`src/rtl/mips_ctrl_pkg.sv`:
```
// Shared control types for the multicycle MIPS datapath: the sequencer state
// encoding (also consumed by the instruction decoder) and the EXEC1 dispatch class.
package mips_ctrl_pkg;

    localparam int SEQ_STATE_W = 3;

    typedef enum logic [SEQ_STATE_W-1:0] {
        IDLE   = 3'd0,
        FETCH  = 3'd1,
        EXEC1  = 3'd2,
        EXEC2  = 3'd3,
        MDWAIT = 3'd4,
        HALT   = 3'd7
    } seq_state_t;

    // EXEC1 dispatch classes, from highest to lowest priority.
    typedef enum logic [1:0] {
        CLS_LOAD   = 2'd0,
        CLS_STORE  = 2'd1,
        CLS_MULDIV = 2'd2,
        CLS_OTHER  = 2'd3
    } exec_class_t;

    function automatic exec_class_t classify(input logic is_load,
                                             input logic is_store,
                                             input logic is_muldiv);
        if (is_load)   return CLS_LOAD;
        if (is_store)  return CLS_STORE;
        if (is_muldiv) return CLS_MULDIV;
        return CLS_OTHER;
    endfunction

endpackage

```
`src/rtl/mips_stall_timer.sv`:
```
// Counts consecutive stalled memory-strobe cycles and latches a sticky bus
// fault once the stall reaches TIMEOUT_CYCLES; a zero limit disables it entirely.
module mips_stall_timer #(
    parameter int TIMEOUT_CYCLES = 0
) (
    input  logic clk,
    input  logic reset_n,
    input  logic stall,
    output logic timeout,
    output logic bus_err
);

    localparam bit EN = (TIMEOUT_CYCLES != 0);
    localparam int CW = (TIMEOUT_CYCLES > 0) ? $clog2(TIMEOUT_CYCLES + 1) : 1;
    localparam logic [CW-1:0] LAST = EN ? CW'(TIMEOUT_CYCLES - 1) : '0;

    logic [CW-1:0] cnt;

    // Fires on the stalled cycle that brings the count up to TIMEOUT_CYCLES.
    assign timeout = EN && stall && (cnt == LAST);

    // A stalled strobe always holds the sequencer in place, so clearing on any
    // non-stalled cycle also covers every state change.
    always_ff @(posedge clk or negedge reset_n) begin
        if (!reset_n) begin
            cnt     <= '0;
            bus_err <= 1'b0;
        end else begin
            if (!EN || !stall || timeout) begin
                cnt <= '0;
            end else begin
                cnt <= cnt + CW'(1);
            end
            if (timeout) begin
                bus_err <= 1'b1;
            end
        end
    end

endmodule

```
`src/rtl/mips_multicycle_sequencer.sv`:
```
// Multicycle CPU control sequencer: FETCH/EXEC1/EXEC2 with waitrequest stalls,
// a fixed-length MULT/DIV wait phase, and an optional bus-timeout halt.
module mips_multicycle_sequencer
    import mips_ctrl_pkg::*;
#(
    parameter int MULDIV_LATENCY = 4,
    parameter int TIMEOUT_CYCLES = 0,
    parameter int STATE_W        = 3
) (
    input  logic               clk,
    input  logic               reset_n,
    input  logic               waitrequest,
    input  logic               pc_zero,
    input  logic               is_load,
    input  logic               is_store,
    input  logic               is_muldiv,
    output logic [STATE_W-1:0] state,
    output logic               active,
    output logic               mem_read,
    output logic               mem_write,
    output logic               mem_src,
    output logic               ir_load,
    output logic               cnt_en,
    output logic               wb_en,
    output logic               muldiv_start,
    output logic               muldiv_busy,
    output logic               bus_err
);

    localparam int MD_W = (MULDIV_LATENCY > 1) ? $clog2(MULDIV_LATENCY) : 1;

    seq_state_t      st;
    logic [MD_W-1:0] md_cnt;
    exec_class_t     cls;
    logic            stall;
    logic            timeout;

    assign cls    = classify(is_load, is_store, is_muldiv);
    assign stall  = (mem_read | mem_write) & waitrequest;
    assign state  = STATE_W'(st);
    assign active = (st != IDLE) && (st != HALT);

    mips_stall_timer #(
        .TIMEOUT_CYCLES(TIMEOUT_CYCLES)
    ) u_stall_timer (
        .clk     (clk),
        .reset_n (reset_n),
        .stall   (stall),
        .timeout (timeout),
        .bus_err (bus_err)
    );

    // Strobes depend only on state and the latched decode, never on
    // waitrequest, so they stay flat for the whole stall.
    always_comb begin
        mem_read     = 1'b0;
        mem_write    = 1'b0;
        mem_src      = 1'b0;
        ir_load      = 1'b0;
        cnt_en       = 1'b0;
        wb_en        = 1'b0;
        muldiv_start = 1'b0;
        muldiv_busy  = 1'b0;
        case (st)
            FETCH: begin
                if (!pc_zero) begin
                    mem_read = 1'b1;
                    mem_src  = 1'b1;
                    ir_load  = !waitrequest;
                end
            end
            EXEC1: begin
                case (cls)
                    CLS_LOAD:   mem_read = 1'b1;
                    CLS_STORE: begin
                        mem_write = 1'b1;
                        cnt_en    = !waitrequest;
                    end
                    CLS_MULDIV: muldiv_start = 1'b1;
                    default:    cnt_en = 1'b1;
                endcase
            end
            EXEC2: begin
                wb_en  = 1'b1;
                cnt_en = 1'b1;
            end
            MDWAIT: begin
                muldiv_busy = 1'b1;
                cnt_en      = (md_cnt == '0);
            end
            default: ;
        endcase
    end

    always_ff @(posedge clk or negedge reset_n) begin
        if (!reset_n) begin
            st     <= IDLE;
            md_cnt <= '0;
        end else if (timeout) begin
            st <= HALT;
        end else begin
            case (st)
                IDLE:  st <= FETCH;
                FETCH: begin
                    if (pc_zero) begin
                        st <= HALT;
                    end else if (!waitrequest) begin
                        st <= EXEC1;
                    end
                end
                EXEC1: begin
                    case (cls)
                        CLS_LOAD:  if (!waitrequest) st <= EXEC2;
                        CLS_STORE: if (!waitrequest) st <= FETCH;
                        CLS_MULDIV: begin
                            md_cnt <= MD_W'(MULDIV_LATENCY - 1);
                            st     <= MDWAIT;
                        end
                        default:   st <= FETCH;
                    endcase
                end
                EXEC2:  st <= FETCH;
                MDWAIT: begin
                    if (md_cnt == '0) begin
                        st <= FETCH;
                    end else begin
                        md_cnt <= md_cnt - MD_W'(1);
                    end
                end
                HALT:    st <= HALT;
                default: st <= IDLE;
            endcase
        end
    end

endmodule

```
`config.mk`:
```
export PLATFORM = sky130hd
export DESIGN_NAME = mips_multicycle_sequencer
export DESIGN_NICKNAME = d
export VERILOG_FILES = /design/src/rtl/mips_ctrl_pkg.sv /design/src/rtl/mips_stall_timer.sv /design/src/rtl/mips_multicycle_sequencer.sv
export SDC_FILE = /design/constraint.sdc
export NUM_CORES = 1
export LEC_CHECK = 0
export BUFFER_PORTS_ARGS = -buffer_cell sky130_fd_sc_hd__buf_2
export CAP_MARGIN = 20
export CORE_AREA = 8 8 45 47
export DETAILED_ROUTE_END_ITERATION = 7
export DIE_AREA = 0 0 53 55
export GPL_TIMING_DRIVEN = 0
export PLACE_DENSITY = 0.71
export SYNTH_ARGS = -nofsm -noshare
export SYNTH_HDL_FRONTEND = slang
export SYNTH_SLANG_ARGS = --single-unit
```
`constraint.sdc`:
```
create_clock -name clk -period 1.4 [get_ports clk]
set_input_delay 0.14 -clock clk [delete_from_list [all_inputs] [get_ports clk]]
set_output_delay 0.14 -clock clk [all_outputs]
set_load 0.05 [all_outputs]
```
==> impl_metrics.env <==
export IMPL_antenna_found_initial=0
export IMPL_cts_made_buffers=3
export IMPL_status="finished with violations"
export IMPL_drive_gt1_frac=0.640
export IMPL_path_class="reg2out"
export IMPL_cts_tree="done"
export IMPL_seq_power_share=0.146
export IMPL_switching_power_uw=1070
export IMPL_worstPathRequired_ps=1260
export IMPL_syn_avg_cell_area_um2=9.09
export IMPL_ir_drop_mv=1.31
export IMPL_syn_inst=57
export IMPL_grt_pass1_wl_um=2350
export IMPL_end_kind="output port"
export IMPL_via_count=541
export IMPL_cp_start_kind="flop"
export IMPL_firstDrtPassIters=4
export IMPL_clock_tree_root_cell="clkbuf_4"
export IMPL_die_x_um=53
export IMPL_core_area_um2=1380
export IMPL_ys_seq_elements=5
export IMPL_comb_power_share=0.779
export IMPL_area_growth_syn_to_layout_pct=73.7
export IMPL_clk_latency_ps=230
export IMPL_cts_sinks=5
export IMPL_synth_top_area_cell="dfrtp_1"
export IMPL_grt_ovfl_total=0
export IMPL_routabilityCongestion=0.784
export IMPL_track_usage=0.107
export IMPL_violations="setup timing"
export IMPL_hold_class="in2async"
export IMPL_rows=14
export IMPL_finalCritPeriodShare=1.21
export IMPL_power_frac_clock=0.075
export IMPL_synth_fp_nets=69
export IMPL_slew_violations=0
export IMPL_ys_seq_area_frac=0.242
export IMPL_grt_max_degree=11
export IMPL_yosysUniqueCellTypes=28
export IMPL_io_pins=20
export IMPL_fin_skew_ps=0.684
export IMPL_drc=0
export IMPL_p_per_area_nw_per_um2=2340
export IMPL_synth_common_cells="a21oi_1, inv_1, dfrtp_1, ha_1"
export IMPL_p_int_uw=1030
export IMPL_whs_ps=243
export IMPL_synthFlopType="dfrtp_1"
export IMPL_fillCellCount=115
export IMPL_worst_slack_ps=-288
export IMPL_htree_num_levels=1
export IMPL_hold_viol_final=0
export IMPL_wirelength_um=1460
export IMPL_synthTopCellsByArea="dfrtp_1, ha_1, a21oi_1"
export IMPL_clock_fmax_ghz=0.592
export IMPL_synth_top_area_frac=0.242
export IMPL_start_util=0.374
export IMPL_cts_clk_slew_worst_paths_ps=40
export IMPL_grt_setup_unrepaired="true"
export IMPL_clock_path_buffers=2
export IMPL_period_needed_ps=1690
export IMPL_drv_cap=0
export IMPL_cp_max_fo=5
export IMPL_grt_pass1_vias=567
export IMPL_setup_tns_ps=-1410
export IMPL_setup_viol=13
export IMPL_via_per_inst=5.30
export IMPL_die_h_um=55
export IMPL_fin_nets=99
export IMPL_netlist_area_um2=518
export IMPL_crit_arrival_ps=1550
export IMPL_hpwl_um=1090
export IMPL_ant_nets=0
export IMPL_sw_frac_of_total=0.510
export IMPL_drtIter0Drc=6
export IMPL_wl_per_cell_um=14.3
export IMPL_portBuffers=18
export IMPL_p_leak_uw=0.000399
export IMPL_n_antenna_cell=0
export IMPL_async_flop_share=1.00
export IMPL_yosysWarnings=0
export IMPL_synth_edff_count=0
export IMPL_dieArea_um2=2920
## flip-flops by register name, indices dropped and copies added (netlist names)
name	count
state	3
md_cnt	2
## cell type report
class                   instances  area, um2  share of cell area
repair buffers                 25        216               0.241
flip-flops and latches          5        129               0.143
multi-input cells              44        462               0.513
plain buffers                   2       18.8              0.0209
inverters                       6       27.5              0.0306
well taps                      16       20.0              0.0223
clock buffers                   4       26.3              0.0292
## stage by stage
step	power [uW]	instance area [um2]	setup WS (ps)	util	instances
2_1_floorplan	1340	592	-252	-	57
5_1_grt	2240	900	-334	0.650	102
3_5_place_dp	1600	702	-261	0.507	91
4_1_cts	1960	833	-302	0.602	98
3_3_place_gp	1580	702	-254	0.507	91
6_report	2100	900	-288	0.650	102
## power groups by stage
stage	Combinational, uW	Clock (uW)	Sequential, uW
after global placement	1290	0	290
final	1640	159	307
after floorplan	931	0	405
after global routing	1750	171	320
after detailed placement	1310	0	294
after CTS	1490	170	302
## path summary, 6_finish.rpt
check,start,to,slack (ps),cells after the start
max in group asynchronous,reset_n,state[1],1020,2
max reg2reg,state[0],state[1],-150,6
min reg2reg,md_cnt[0],md_cnt[0],490,1
min,reset_n,md_cnt[1],240,2
max,state[1],cnt_en,-290,4
min in group clk,waitrequest,state[2],350,4
## layout by cell type (no fill, tap or decap), drive strengths merged
cell type | netlist | routed
a2111oi | 1 | 1
ha | 5 | 5
nand3b | 3 | 3
inv | 6 | 6
o211ai | 1 | 1
dfrtp | 5 | 5
nor2b | 2 | 2
o21ai | 3 | 3
a21oi | 6 | 6
or3b | 1 | 1
clkbuf | 0 | 5
nor3b | 1 | 1
conb | 1 | 1
nand4bb | 1 | 1
nor2 | 2 | 2
nor3 | 1 | 1
mux2 | 1 | 1
a221o | 1 | 1
mux2i | 1 | 1
dlygate4sd3 | 0 | 1
a31o | 1 | 1
and3b | 2 | 2
a211oi | 2 | 2
and2 | 4 | 4
buf | 2 | 25
a311oi | 2 | 2
nand2b | 2 | 2
## critical path: stages (launching register included)
cell	delay, ps
dfrtp_2	450
ha_1	250
nor2b_4	150
a221o_2	310
buf_8	160
## metal layers
metal,vias up,share of wire,wire [um],track usage
met5,-,0,0,0
met4,0,0.023,33,0.0819
met3,5,0.077,113,0.0214
met2,17,0.51,742,0.186
met1,255,0.39,571,0.111
li1,264,-,-,-
## what timing repair did
item                                    in CTS  in global routing
endpoints found under the setup margin      14                 14
hold endpoints to repair                     5                  0
hold buffers                                 1                  0
pin swaps                                    1                  3
buffers inserted                             2                  5
resized for setup                           23                 10
## cell families after synthesis
group / after synthesis / synth area share
buffers and inverters: 8 / 0.0797
DFF: 5 / 0.242
adders and majority gates: 5 / 0.121
muxes: 2 / 0.0411
other: 1 / 0.00724
and+or+nand+nor: 19 / 0.280
AOI/OAI and AO/OA: 17 / 0.229
No activity file was read; power rests on OpenSTA's default activity.
